### config.mk
export PLATFORM = sky130hd
export DESIGN_NAME = rom_socket_reader
export DESIGN_NICKNAME = d
export VERILOG_FILES = /design/src/rtl/rom_socket_reader.sv
export SDC_FILE = /design/constraint.sdc
export NUM_CORES = 1
export LEC_CHECK = 0
export ABC_AREA = 0
export BUFFER_PORTS_ARGS = -buffer_cell sky130_fd_sc_hd__buf_2
export CORE_MARGIN = 3
export CORE_UTILIZATION = 54
export DETAILED_ROUTE_END_ITERATION = 8
export GPL_TIMING_DRIVEN = 1
export PLACE_DENSITY_LB_ADDON = 0.08
export SLEW_MARGIN = 10
export SYNTH_ARGS = -nofsm -noshare
export SYNTH_HDL_FRONTEND = slang
export SYNTH_SLANG_ARGS = --single-unit
### constraint.sdc
create_clock -name clk_core -period 3 [get_ports clk_core]
set_clock_uncertainty 0.2 [all_clocks]
set_input_delay 0.45 -clock clk_core [delete_from_list [all_inputs] [get_ports clk_core]]
set_output_delay 0.45 -clock clk_core [all_outputs]
set_load 0.02 [all_outputs]
### src/rtl/rom_socket_reader.sv
`default_nettype none
// ============================================================================
// Module      : rom_socket_reader
// Description : Initiator for an asynchronous ROM socket. Turns a one-cycle
//               read request (optionally a sequential burst) into chip/output
//               enable sequencing and returns each byte as a response pulse.
// Revision    : 1.0 - initial release
// ============================================================================
module rom_socket_reader #(
    parameter int ADDR_WIDTH      = 13,
    parameter int DATA_WIDTH      = 8,
    parameter int ACCESS_CYCLES   = 2,
    parameter int RECOVERY_CYCLES = 1
) (
    input  logic                  clk_core,
    input  logic                  reset,
    input  logic                  req_valid,
    output logic                  req_ready,
    input  logic [ADDR_WIDTH-1:0] req_addr,
    input  logic [7:0]            req_count,
    output logic                  rsp_valid,
    output logic [DATA_WIDTH-1:0] rsp_data,
    output logic                  rsp_last,
    output logic                  busy,
    output logic                  rom_ce_n,
    output logic                  rom_oe_n,
    output logic [ADDR_WIDTH-1:0] rom_a,
    input  logic [DATA_WIDTH-1:0] rom_d
);

    typedef enum logic [1:0] {
        ST_IDLE    = 2'd0,
        ST_SETUP   = 2'd1,
        ST_ACCESS  = 2'd2,
        ST_RECOVER = 2'd3
    } state_t;

    // Counters run from N-1 down to 0, so the reload values are N-1.
    localparam logic [3:0] c_ACCESS_RELOAD  = 4'(ACCESS_CYCLES - 1);
    localparam logic [3:0] c_RECOVER_RELOAD = 4'(RECOVERY_CYCLES - 1);

    state_t     r_state;
    logic [3:0] r_cnt;
    logic [7:0] r_remaining;
    logic       w_accept;

    // req_ready is a registered copy of (state == IDLE), so it gates acceptance.
    assign w_accept = req_valid && req_ready;

    // Socket sequencer: every output is a register updated on state transitions.
    always_ff @(posedge clk_core) begin
        if (reset) begin
            r_state     <= ST_IDLE;
            r_cnt       <= 4'd0;
            r_remaining <= 8'd0;
            req_ready   <= 1'b1;
            busy        <= 1'b0;
            rom_ce_n    <= 1'b1;
            rom_oe_n    <= 1'b1;
            rom_a       <= '0;
            rsp_valid   <= 1'b0;
            rsp_last    <= 1'b0;
            rsp_data    <= '0;
        end else begin
            rsp_valid <= 1'b0;
            rsp_last  <= 1'b0;
            case (r_state)
                ST_IDLE: begin
                    if (w_accept) begin
                        r_state     <= ST_SETUP;
                        req_ready   <= 1'b0;
                        busy        <= 1'b1;
                        rom_ce_n    <= 1'b0;
                        rom_a       <= req_addr;
                        r_remaining <= req_count;
                    end
                end
                ST_SETUP: begin
                    // Address and chip enable have had one cycle to settle.
                    r_state  <= ST_ACCESS;
                    rom_oe_n <= 1'b0;
                    r_cnt    <= c_ACCESS_RELOAD;
                end
                ST_ACCESS: begin
                    if (r_cnt == 4'd0) begin
                        rsp_data  <= rom_d;
                        rsp_valid <= 1'b1;
                        rsp_last  <= (r_remaining == 8'd0);
                        if (r_remaining != 8'd0) begin
                            // Next byte: enables stay low, address steps on the boundary.
                            r_remaining <= r_remaining - 8'd1;
                            rom_a       <= rom_a + 1'b1;
                            r_cnt       <= c_ACCESS_RELOAD;
                        end else begin
                            r_state  <= ST_RECOVER;
                            rom_ce_n <= 1'b1;
                            rom_oe_n <= 1'b1;
                            r_cnt    <= c_RECOVER_RELOAD;
                        end
                    end else begin
                        r_cnt <= r_cnt - 4'd1;
                    end
                end
                ST_RECOVER: begin
                    if (r_cnt == 4'd0) begin
                        r_state   <= ST_IDLE;
                        req_ready <= 1'b1;
                        busy      <= 1'b0;
                    end else begin
                        r_cnt <= r_cnt - 4'd1;
                    end
                end
                default: begin
                    r_state   <= ST_IDLE;
                    req_ready <= 1'b1;
                    busy      <= 1'b0;
                    rom_ce_n  <= 1'b1;
                    rom_oe_n  <= 1'b1;
                end
            endcase
        end
    end

endmodule
`default_nettype wire

**Word level (Yosys, flattened, before mapping)**

Index checks and enable logic that the tools add are counted.

- Bits in registers: 41
- Latch bits: 0
- Bits in writable memories: 0
- Bits in read-only memories: 0
- Input bits: 32
- Output and inout bits: 27
- Logic and storage cells: 71
- Memories: 0

- Add/sub/neg operators: 3
- Multipliers: 0
- Div/mod/pow operators: 0
- $lt $le $gt $ge: 0
- Equality and inequality tests: 9
- Shifts and indexed selects: 0
- Multiplexer cells: 28
- Bitwise gates (word level): 2
- Reduce and logical (&&, ||, !) cells: 18

Operator list:

| operator | number |
|---|---|
| 2-to-1 mux 13 bit | 3 |
| case mux 13 bit (2 select lines) | 1 |
| 2-to-1 mux 8 bit | 3 |
| case mux 8 bit (2 select lines) | 1 |
| adder 13 x 1 -> 13 bit, second input constant | 1 |
| inequality test 2 bit, second input constant | 6 |
| case mux 4 bit (3 select lines) | 1 |
| AND reduction 4 bit | 3 |
| zero test 8 bit | 1 |
| 2-to-1 mux 1 bit | 8 |
| 2-to-1 mux 2 bit | 4 |
| 2-to-1 mux 4 bit | 2 |
| case mux 1 bit (2 select lines) | 4 |
| case mux 2 bit (4 select lines) | 1 |
| nonzero test 8 bit | 1 |
| subtractor 8 x 1 -> 8 bit, second input constant | 1 |
| AND reduction 3 bit | 2 |
| nonzero test 2 bit | 3 |
| equality test 2 bit, second input constant | 2 |
| zero test 4 bit | 1 |
| AND reduction 2 bit | 2 |
| subtractor 4 x 1 -> 4 bit, second input constant | 1 |
| nonzero test 3 bit | 1 |
| OR reduction 3 bit | 1 |
| other kinds (5) | 6 |

**Longest topological paths before layout**

Gate-level depths: netlist of run 1.

- Depth after elaboration: 4
- Mapped depth: 8

**Worst setup path before layout of run 1**

No wires, ideal clock.

- Path kind: register to register
- Start point: reg r_state[0]
- End point: reg rom_a[4]
- Library setup time: 74 ps
- Arrival: 1,774 ps
- Required time: 2,726 ps
- Setup slack: 952 ps
- Cell stages (with the launch flop): 8
- Cell sequence: dfxtp_1 > inv_1 > ha_1 > a21bo_2 > buf_6 > o211ai_4 > or4_1 > a31oi_1

- Word-level cells in the longest chain between the ends: 3
- Elaborated cells on any way between the ends: 8

Ends and longest elaborated chain:

| item | line | source |
|---|---|---|
| from (decl) | 42 | `state_t r_state;` |
| from (signal assigned) | 53 | `r_state <= ST_IDLE;` |
| from (signal assigned) | 70 | `r_state <= ST_SETUP;` |
| from (signal assigned) | 80 | `r_state <= ST_ACCESS;` |
| equality test 2 bit or zero test 2 bit (tied branches) | 67 | `case (r_state)` |
| inequality test 2 bit (no line) or nonzero test 2 bit (tied branches) | n/a |  |
| AND reduction 4 bit (no line) | n/a |  |
| to (signal assigned) | 74 | `rom_a <= req_addr;` |
| to (signal assigned) | 92 | `rom_a <= rom_a + 1'b1;` |
| to (decl) | 27 | `output logic [ADDR_WIDTH-1:0] rom_a,` |

Several ways; a longest one is shown, not always the timed one.
A chain may end at the register's enable or synchronous reset.

**Final worst setup path of run 1**

- Start point: reg r_state[0]
- End point: reg rom_a[6]

Same word-level chain as after synthesis.

==> results of run 1 <==
[sequential cells by signal, indices dropped and copies added (netlist names)]
register and count:
rsp_data 8, busy 1, req_ready 1, rom_ce_n 1, r_cnt 4, r_state 2, rom_oe_n 1, rom_a 13
r_remaining 8, rsp_last 1, rsp_valid 1
[logic make-up after synthesis]
kind of cell,count (synthesis),synth area share
AO/OA/AOI/OAI,93,0.265
XOR/XNOR,1,0.00365
adder cells (fa/ha/maj),9,0.0470
buffers and inverters,35,0.0840
flip-flops,41,0.342
multiplexers,2,0.00835
AND/OR/NAND/NOR,111,0.249
[cells in the mapped netlist, drive strengths merged, types with 2 or more instances]
library cell	instances
o22ai	4
nand2	35
o211a	2
o221ai	2
nor3b	2
o211ai	2
ha	9
nor2	15
a211oi	4
nor3	9
nor4	4
buf	6
clkbuf	15
or3	2
and3	6
nor2b	3
or3b	3
a221oi	5
or4	3
a21oi	31
o32ai	8
a22oi	5
nand4	4
a31oi	5
a31o	2
nand3	14
o21ai	11
inv	14
mux2i	2
a2bb2oi	2
dfxtp	41
a32oi	2
and4	4
nor4b	2
[worst register-to-register path, stage by stage, from the launching register on]
cell	delay [ns]
sky130_fd_sc_hd__dfxtp_1	0.39
sky130_fd_sc_hd__inv_1	0.11
sky130_fd_sc_hd__ha_1	0.29
sky130_fd_sc_hd__a21bo_2	0.34
sky130_fd_sc_hd__nand3_1	0.53
sky130_fd_sc_hd__a21o_2	0.40
sky130_fd_sc_hd__a221oi_1	0.25
[layout make-up]
cell class              instances  area share
inverters                      14      0.0189
flip-flops and latches         41       0.296
clock inverters                 2      0.0135
clock buffers                   6      0.0298
well taps                      50      0.0226
multi-input cells             216       0.496
repair buffers                 65       0.124
[metal layers]
layer | up-vias | part of all wire | routed length [um] | track usage
li1 | 1198 | - | - | -
met5 | - | 0 | 0 | 0
met2 | 94 | 0.46 | 2820 | 0.393
met4 | 0 | 0.011 | 66 | 0.0676
met1 | 1112 | 0.46 | 2860 | 0.348
met3 | 7 | 0.071 | 442 | 0.0413
[final timing paths]
path	from	depth (start not counted)	endpoint	slack (ns)
setup / recovery	r_state[0]$_SDFFE_PP0P_	6	rom_a[6]$_SDFFE_PP0P_	0.38
hold / removal	rom_d[5]	3	rsp_data[5]$_SDFFE_PP0N_	0.18
setup reg to reg	r_state[0]$_SDFFE_PP0P_	6	rom_a[6]$_SDFFE_PP0P_	0.38
hold reg to reg	rsp_data[7]$_SDFFE_PP0N_	2	rsp_data[7]$_SDFFE_PP0N_	0.25
[stage by stage]
stage / setup slack (ns) / cells / util / power [mW]
2_1_floorplan: 0.952 / 292 / - / 2.12
3_3_place_gp: 0.523 / 386 / 0.640 / 2.45
3_5_place_dp: 0.437 / 386 / 0.640 / 2.47
4_1_cts: 0.388 / 394 / 0.669 / 2.95
5_1_grt: 0.172 / 394 / 0.669 / 3.21
6_report: 0.379 / 394 / 0.669 / 2.96
[where the power goes]
part | leakage [nW] | switching, mW | internal, mW
Combinational | 0.770 | 0.990 | 0.615
Clock | 0.0574 | 0.201 | 0.271
Sequential | 0.335 | 0.174 | 0.711
Total | 1.16 | 1.36 | 1.60
==> out/summary.md, run 1 <==
The logs give 0.177 ns for the final hold slack and 5280 sq um for the area of the die. The cell area that synthesis handed to floorplanning was 2400 sq um. In this run the worst path has a maximum fanout of 15. After filler insertion, the fill cell instance count of the layout stands at 389.

The initial cell density of the core is 0.579. In this run the horizontal extent of the chip is 72.6 um. The overall track demand over capacity in global routing came out at 0.248. The final count of hold timing violations is 0, and the Yosys warning count is 0.

The class of the most critical hold timing path is in2reg. The worst-case IR drop observed on VDD is 0.460 mV. For the number of DRC markers after the initial detailed-route iteration, the log shows 218. Clock latency on the worst-skew pair, taken at its later pin, is 0.30 ns. Leaving out fill and tap cells, the most frequent cells in the layout are sky130_fd_sc_hd__buf_2, sky130_fd_sc_hd__dfxtp_1, sky130_fd_sc_hd__nand2_1. The via count of the first global-routing pass was 2,197; the iteration count of the initial detailed-routing pass was 4. The finished cells cover 2770 sq um. The share of the synthesized area in the top cell type works out to 0.342. For the area taken by multi-input logic gates, the log shows 1380 sq um. After layout, the minimum clock period comes to 2.62 ns. On the critical path, the stage with the largest delay is an instance of sky130_fd_sc_hd__nand3_1.

The overall via count from detail_route was 2,411. Most area-hungry cell type in the Yosys netlist: sky130_fd_sc_hd__dfxtp_1. The share of the clock period used by the worst path after layout came out at 0.874.

The critical path is of the reg2reg type. Entering global routing, the biggest net connects 34 pins. The slew at the pin with the worst max-slew slack is 0.771 ns. The count of final max-slew check failures was 0. The achievable clock frequency was 381 MHz. In this run the post-CTS setup repair buffer count came out at 0. After global routing the overflow that remains totals 0.

The post-detailed-placement cell area is 2650 sq um. Relative to the synthesized area, the layout overhead comes to 15.7%. The sequential area share after synthesis was 0.342. The library cell used most frequently in the layout, excluding fill and tap cells, is sky130_fd_sc_hd__buf_2. The clock passes through at most 2 buffers. The clock root buffer is sky130_fd_sc_hd__clkbuf_8.

Half-perimeter wire length after detailed placement: 4.19 mm. Setup repair after global routing left no endpoint under its margin. Dividing the detail-routed wire length by the instance count gives 15.7 um. The logs give 0.481 for the worst slew slack as a fraction of its limit and 23 for the standard-cell row count. The primary flip-flop cell chosen by synthesis mapping is sky130_fd_sc_hd__dfxtp_1.

The run gives 0 as the final antenna diode count. The startpoint type of the worst setup path is a register. The clock-pin transition on the worst setup and hold timing paths came out at 0.09 ns.

The fraction of layout instances using a drive strength above 1 came out at 0.250. The flow ran to the end, and the final reports show no timing, DRC or antenna violations. The detailed-route wire length is 6.18 mm, and the static power due to leakage is 1.16 nW. The synthesized area divided by synthesized cell count is 8.21 sq um, and the count of final setup violators is 0. The delay of the slowest cell on the worst path is 0.53 ns, and the data required time at the worst endpoint is 3.00 ns.

The gate family responsible for the most delay along the worst path is compound AO/OA/AOI/OAI gates. The worst setup path is captured at a register. The logs give 2.62 ns for the data arrival time of the critical path and 59 for the I/O pin total.

The critical path goes through inv_1 > ha_1 > a21bo_2 > nand3_1 > a21o_2 > a221oi_1. The async set-reset flop share out of synthesis is 0. In the final timing run, aggregate negative setup slack is 0 ns. The run gives 821 sq um as the sequential cell area. The tools report the clock buffer count from CTS as 5. The global placement routability congestion is 0.888. The post-layout net count came out at 384. For this design, the CTS-stage hold fixing added 0 buffers. Via count normalized by instance count: 6.12. Buffers placed on the I/O ports in this run total 58. The die height works out to 72.6 um. For the placeable core region, the log shows 4140 sq um. The number of antenna violations at the first check in global routing was 0; the count of buffer and inverter cells on the critical path was 1.

TritonCTS built the clock tree. The tools report the number of sinks driven by the clock tree as 41. By area the synthesized netlist is led by sky130_fd_sc_hd__dfxtp_1, sky130_fd_sc_hd__a21oi_1, sky130_fd_sc_hd__nand2_1, sky130_fd_sc_hd__ha_1, sky130_fd_sc_hd__nand3_1.

The number of nets in the synthesized netlist is 333. The number of max-cap violations was 0; the number of enable flip-flop cells after synthesis was 0. Once detail routing completed, the nets flagged for antenna violations numbered 0. The gate count of the mapped netlist came out at 292. The number of different library cells in the post-synthesis netlist was 58. The level count of the clock H-tree came out at 2. Once the clock tree was built, the resizer swapped 0 gates to a different size.

The total DRC errors in the routed layout is 0, and the global-route wire length before repair is 10.4 mm. Counting flops and latches in the post-synthesis netlist gives 41. Power spread over the standard cell area amounts to 1070 nW/um^2.
No activity file was read; power rests on OpenSTA's default activity.
==> run 2: changes to the inputs <==
--- a/config.mk
+++ b/config.mk
@@ -11,7 +11,7 @@
 export CORE_UTILIZATION = 54
 export DETAILED_ROUTE_END_ITERATION = 8
 export GPL_TIMING_DRIVEN = 1
-export PLACE_DENSITY_LB_ADDON = 0.08
+export PLACE_DENSITY = 0.84
 export SLEW_MARGIN = 10
 export SYNTH_ARGS = -nofsm -noshare
 export SYNTH_HDL_FRONTEND = slang
==> out/summary.md, run 2 (synthesis gave the netlist of run 1 again) <==
For the via count of the first global-routing pass, the log shows 2,200. Once the clock tree was built, the setup fixing pass inserted 0 buffers. The largest registers in the layout are rom_a x13, r_remaining x8, rsp_data x8.

The tools report the count of hold buffers inserted by post-cts repair as 0. The run gives 0.31 ns as the clock latency on the worst-skew pair. STA classifies the critical path endpoint as a register.

Along the worst path, the maximum fanout reaches 15. Type of the setup path with the least slack: reg2reg. The count of final max-slew check failures was 0; the number of sinks driven by the clock tree was 41. STA puts the critical path data arrival time at 2.58 ns. The buffer levels on the longest clock path is 2, and the share of the clock period used by the worst path after layout is 0.858. At the pin with the least slew margin, the transition time is 0.797 ns. In the layout the commonest cells are sky130_fd_sc_hd__buf_2, sky130_fd_sc_hd__dfxtp_1, sky130_fd_sc_hd__nand2_1.

After clock tree synthesis, the clock-pin slew on the worst setup and hold paths is 0.09 ns. In this run the worst hold path is classified as in2reg. Summed over all failing endpoints, the final setup total negative slack is 0 ns. Detailed placement ended at an HPWL of 4.31 mm. The number of antenna diodes in the final layout is 0. The chip width is 72.6 um, and the final count of hold timing violations is 0.

Post-layout net count: 384. The tools report the I/O pin total as 59. The routed wire length per instance was 15.6 um; the standard-cell row count was 23. The count of input and output buffers works out to 58.

For the number of max-cap violations, the log shows 0. Entering global routing, the biggest net connects 34 pins. The flow ran to the end, and the final reports show no timing, DRC or antenna violations. The tools report the peak supply drop as 0.502 mV. Setup repair after global routing left no endpoint under its margin. Compared with the post-synthesis result, the final layout area differs by 15.7%.

The worst path in the final design needs a cycle of 2.58 ns, including I/O delays and setup. Register with the highest flop count: rom_a. The number of nets still failing antenna checks after routing is 0, and the areal power density over the cells is 1070 nW/um^2. The global-route wire length before repair came out at 10.2 mm. Iteration count of the initial detailed-routing pass: 5. STA classifies the critical path startpoint as a register. The fraction of layout instances using a drive strength above 1 works out to 0.250. After detailed routing, the total wire length is 6.16 mm. The clock root buffer was sky130_fd_sc_hd__clkbuf_8.

For this run, design rule violations remaining after detail routing come to 0. TritonCTS built the clock tree. Setup violations remaining at the end of the flow were counted as 0. The tools report the worst slew slack as a fraction of its limit as 0.464. The die covers 5280 sq um. The overall track demand over capacity in global routing is 0.243, and the number of antenna violations at the first check in global routing is 0. For this run, the top clock speed supported by timing is 388 MHz. The H-tree was split into 2 levels. The logs give 0.669 for the share of the core filled with cells in the final layout and 3.01 ns for the data required time at the worst endpoint. The detailed router finished its first iteration with 155 violations. Routability-driven placement finished with a final weighted congestion of 0.832. Measured along the y axis, the die boundary spans 72.6 um.

In this run, post-CTS repair resized a total of 0 instances. The most common cell after layout, fill and taps aside was sky130_fd_sc_hd__buf_2. The routed layout has 2,426 vias.

The worst register-to-register path has a setup slack of 0.42 ns. In the routed layout, each cell is associated on average with a via count of 6.16. Fill cells in the final layout number 372. The run gives 0.579 as the initial cell density of the core. Clock tree synthesis inserted a total of 5 buffers. The region available for standard cell placement spans 4140 sq um. The run gives 1.16 nW as the static power due to leakage. After layout, the design draws a total of 2.97 mW. For this run the aggregate overflow at the end of global routing stands at 0.

The register with the most flip-flops in the layout has 13 of them.
## run 2: cell counts in the layout (fill, tap and decap cells not counted)
Identical to the previous run, type by type.
## run 2: path summary, 6_finish.rpt
check | cells after the start | to | startpoint
worst max-delay path | 6 | rom_a[6]$_SDFFE_PP0P_ | r_state[0]$_SDFFE_PP0P_
worst min register to register | 2 | rsp_data[1]$_SDFFE_PP0N_ | rsp_data[1]$_SDFFE_PP0N_
worst max register to register | 6 | rom_a[6]$_SDFFE_PP0P_ | r_state[0]$_SDFFE_PP0P_
worst min-delay path | 3 | rsp_data[7]$_SDFFE_PP0N_ | rom_d[7]
## run 2: worst max-delay path: stages (launching register included)
cell	delay (ns)
sky130_fd_sc_hd__dfxtp_1	0.40
sky130_fd_sc_hd__inv_1	0.11
sky130_fd_sc_hd__ha_1	0.28
sky130_fd_sc_hd__a21bo_2	0.35
sky130_fd_sc_hd__nand3_1	0.52
sky130_fd_sc_hd__a21o_2	0.39
sky130_fd_sc_hd__a221oi_1	0.24
## run 2: area by class of cell
class / instances / area (sq um) / area share
well taps: 50 / 62.6 / 0.0226
multi-input cells: 216 / 1380 / 0.496
flip-flops and latches: 41 / 821 / 0.296
clock inverters: 2 / 37.5 / 0.0135
inverters: 14 / 52.6 / 0.0189
clock buffers: 6 / 82.6 / 0.0298
repair buffers: 65 / 343 / 0.124
## run 2: metrics by stage
step / setup WS (ns) / hold WS [ns] / std cells / cell area (sq um)
6_report: 0.425 / 0.175 / 394 / 2770
5_1_grt: 0.242 / 0.182 / 394 / 2770
4_1_cts: 0.452 / 0.162 / 394 / 2770
3_5_place_dp: 0.491 / 0.245 / 386 / 2650
3_3_place_gp: 0.571 / 0.239 / 386 / 2650
2_1_floorplan: 0.952 / 0.252 / 292 / 2400
## run 2: power breakdown
part | switching (mW) | internal (mW) | leakage, nW
Clock | 0.202 | 0.271 | 0.0574
Sequential | 0.175 | 0.711 | 0.335
Combinational | 0.995 | 0.618 | 0.770
Total | 1.37 | 1.60 | 1.16
## run 2: metal layers
layer	routed length [um]	vias up	global-route usage	share of wire
met5	0	-	0	0
met4	79	0	0.0922	0.013
met3	350	7	0.0510	0.057
met2	3040	77	0.402	0.49
met1	2700	1143	0.310	0.44
li1	-	1199	-	-
==> run 3: changes to the inputs <==
--- a/config.mk
+++ b/config.mk
@@ -8,10 +8,10 @@
 export ABC_AREA = 0
 export BUFFER_PORTS_ARGS = -buffer_cell sky130_fd_sc_hd__buf_2
 export CORE_MARGIN = 3
-export CORE_UTILIZATION = 54
+export CORE_UTILIZATION = 53
 export DETAILED_ROUTE_END_ITERATION = 8
 export GPL_TIMING_DRIVEN = 1
-export PLACE_DENSITY = 0.84
+export PLACE_DENSITY = 0.82
 export SLEW_MARGIN = 10
 export SYNTH_ARGS = -nofsm -noshare
 export SYNTH_HDL_FRONTEND = slang
==> constraint.sdc (replaced) <==
create_clock -name clk_core -period 2.7 [get_ports clk_core]
set_clock_uncertainty 0.2 [all_clocks]
set_input_delay 0.405 -clock clk_core [delete_from_list [all_inputs] [get_ports clk_core]]
set_output_delay 0.405 -clock clk_core [all_outputs]
set_load 0.02 [all_outputs]
==> out/summary.md, run 3 (synthesis gave the netlist of run 1 again) <==
The logs give 2,185 for the via count of the first global-routing pass and 386 for the placed instance count. Setup repair after global routing left no endpoint under its margin. The post-detailed-placement cell area was 2650 sq um. Leaving out fill and tap cells, the most frequent cells in the layout are sky130_fd_sc_hd__buf_2, sky130_fd_sc_hd__dfxtp_1, sky130_fd_sc_hd__nand2_1. The startpoint type of the worst setup path was a register. TritonCTS built the clock tree. The tool flagged a number of max-cap violations equal to 0. The overall power of the completed layout was 3.32 mW; the count of hold buffers inserted by post-cts repair was 0. The final hold slack is 0.151 ns. The run finished with clean final reports. The logs give 0.861 for the global placement routability congestion and 0 for the final count of hold timing violations.

The net count of the finished layout is 384. The share of the clock period used by the worst path after layout was 0.857; the standard-cell row count was 23. The pre-CTS setup slack is 0.415 ns, and the I/O pin total is 59. The count of nets left with antenna violations once routing finished came out at 0. VDD sags by at most 0.632 mV.

The worst path meets setup with 0.386 ns of slack. The logs give 0 for the count of final max-slew check failures and 2 for the level count of the clock H-tree. The core region is 4170 sq um. Using the TritonRoute via totals, the vias-per-cell ratio works out to 6.22. The run gives 0 ns as the setup TNS after final layout.

The fraction of layout instances using a drive strength above 1 was 0.247; the die height was 73.3 um. The tools report the final standard cell area without fillers as 2770 sq um. Input and output buffers added on the ports amount to 58. Entering global routing, the biggest net connects 35 pins. The areal power density over the cells is 1200 nW/um^2, and the number of antenna violations at the first check in global routing is 0. The register with the most flip-flops in the layout has 13 of them. The floorplan step defined a die boundary enclosing 5370 sq um. The data required time at the worst endpoint came out at 2.69 ns. The final non-filler cell total was 394; the number of gates given a new drive strength after cts was 0. The run gives 1.16 nW as the static power due to leakage.

STA classifies the critical path endpoint as a register. The tools report the worst slew slack as a fraction of its limit as 0.425. Static timing analysis puts the maximum clock frequency at 432 MHz. The final antenna diode count is 0. Class of the most critical hold timing path: in2reg. Setup violations remaining at the end of the flow were counted as 0.

In this run the clock root is driven by a sky130_fd_sc_hd__clkbuf_8. The filler cell count in the final layout is 360, and the routed wire length per instance is 15.6 um. For the worst setup path, the data arrival time is 2.30 ns. Overall track demand over capacity in global routing: 0.239. In the final layout, the registers with the most flip-flops are rom_a x13, r_remaining x8, rsp_data x8. The initial cell density of the core came out at 0.575. The first detailed-routing pass took 5 iterations. The number of DRC markers after the initial detailed-route iteration is 318, and the chip width is 73.3 um. Register with the highest flop count: rom_a. The maximum fanout encountered on the critical timing path came out at 11. Compared with the post-synthesis result, the final layout area differs by 15.6%. Once detailed placement completed, the half-perimeter wirelength came to 4.34 mm. The clock-pin transition on the worst setup and hold timing paths was 0.07 ns; the detailed-route wire length was 6.16 mm. The first global-routing pass estimated 10.2 mm of wire. The most common cell after layout, fill and taps aside is sky130_fd_sc_hd__buf_2.

The clock period could shrink to 2.31 ns. The post-CTS repair timing setup buffer count is 0. The share of the core filled with cells in the final layout is 0.664, and the clock buffer count from CTS is 5. In the routed design, unresolved DRC markers number 0. The tools report the number of sinks driven by the clock tree as 41.

The setup path with the least slack is of type reg2reg. The tools report the overall via count from detail_route as 2,452. The clock passes through at most 2 buffers.

The later pin in the worst-skew pair is clocked with a latency of 0.29 ns. At the pin with the least slew margin, the transition time is 0.855 ns. Global routing finished with a remaining overflow of 0.
## run 3: cell types whose count changed in the layout (fill, tap and decap cells not counted), sizes merged
cell / change
clkbuf: +1
clkinvlp: -1
## run 3: area by class of cell
| type | instances | area (sq um) | share of cell area |
|---|---|---|---|
| Clock buffer | 7 | 86.3 | 0.0312 |
| Sequential cell | 41 | 821 | 0.296 |
| Multi-Input combinational cell | 216 | 1380 | 0.496 |
| Inverter | 14 | 52.6 | 0.0190 |
| Tap cell | 50 | 62.6 | 0.0226 |
| Timing Repair Buffer | 65 | 343 | 0.124 |
| Clock inverter | 1 | 30.0 | 0.0108 |
## run 3: path summary, 6_finish.rpt
path                                          startpoint                       end  depth (start not counted)  slack [ns]
worst min register to register  rsp_data[5]$_SDFFE_PP0N_  rsp_data[5]$_SDFFE_PP0N_                          2        0.26
worst max register to register   r_state[0]$_SDFFE_PP0P_    rom_a[10]$_SDFFE_PP0P_                          6        0.39
worst min-delay path                            rom_d[6]  rsp_data[6]$_SDFFE_PP0N_                          3        0.15
worst max-delay path             r_state[0]$_SDFFE_PP0P_    rom_a[10]$_SDFFE_PP0P_                          6        0.39
## run 3: critical path: stages, from the launching register on
cell and delay [ns]:
sky130_fd_sc_hd__dfxtp_1 0.39, sky130_fd_sc_hd__inv_1 0.10, sky130_fd_sc_hd__ha_1 0.29, sky130_fd_sc_hd__a21bo_2 0.35
sky130_fd_sc_hd__o211a_1 0.42, sky130_fd_sc_hd__nor2_2 0.16, sky130_fd_sc_hd__o32ai_1 0.31
## run 3: power by group
part	internal (mW)	leakage [nW]	switching (mW)	total, mW
clock network	0.301	0.0585	0.203	0.504
logic	0.712	0.770	1.12	1.83
registers	0.790	0.335	0.196	0.986
## run 3: routing by layer
| layer | track usage | share of wire | up-vias |
|---|---|---|---|
| met5 | 0 | 0 | - |
| met4 | 0.0594 | 0.0047 | 0 |
| met3 | 0.0780 | 0.082 | 6 |
| met2 | 0.360 | 0.47 | 101 |
| met1 | 0.330 | 0.44 | 1142 |
| li1 | - | - | 1203 |
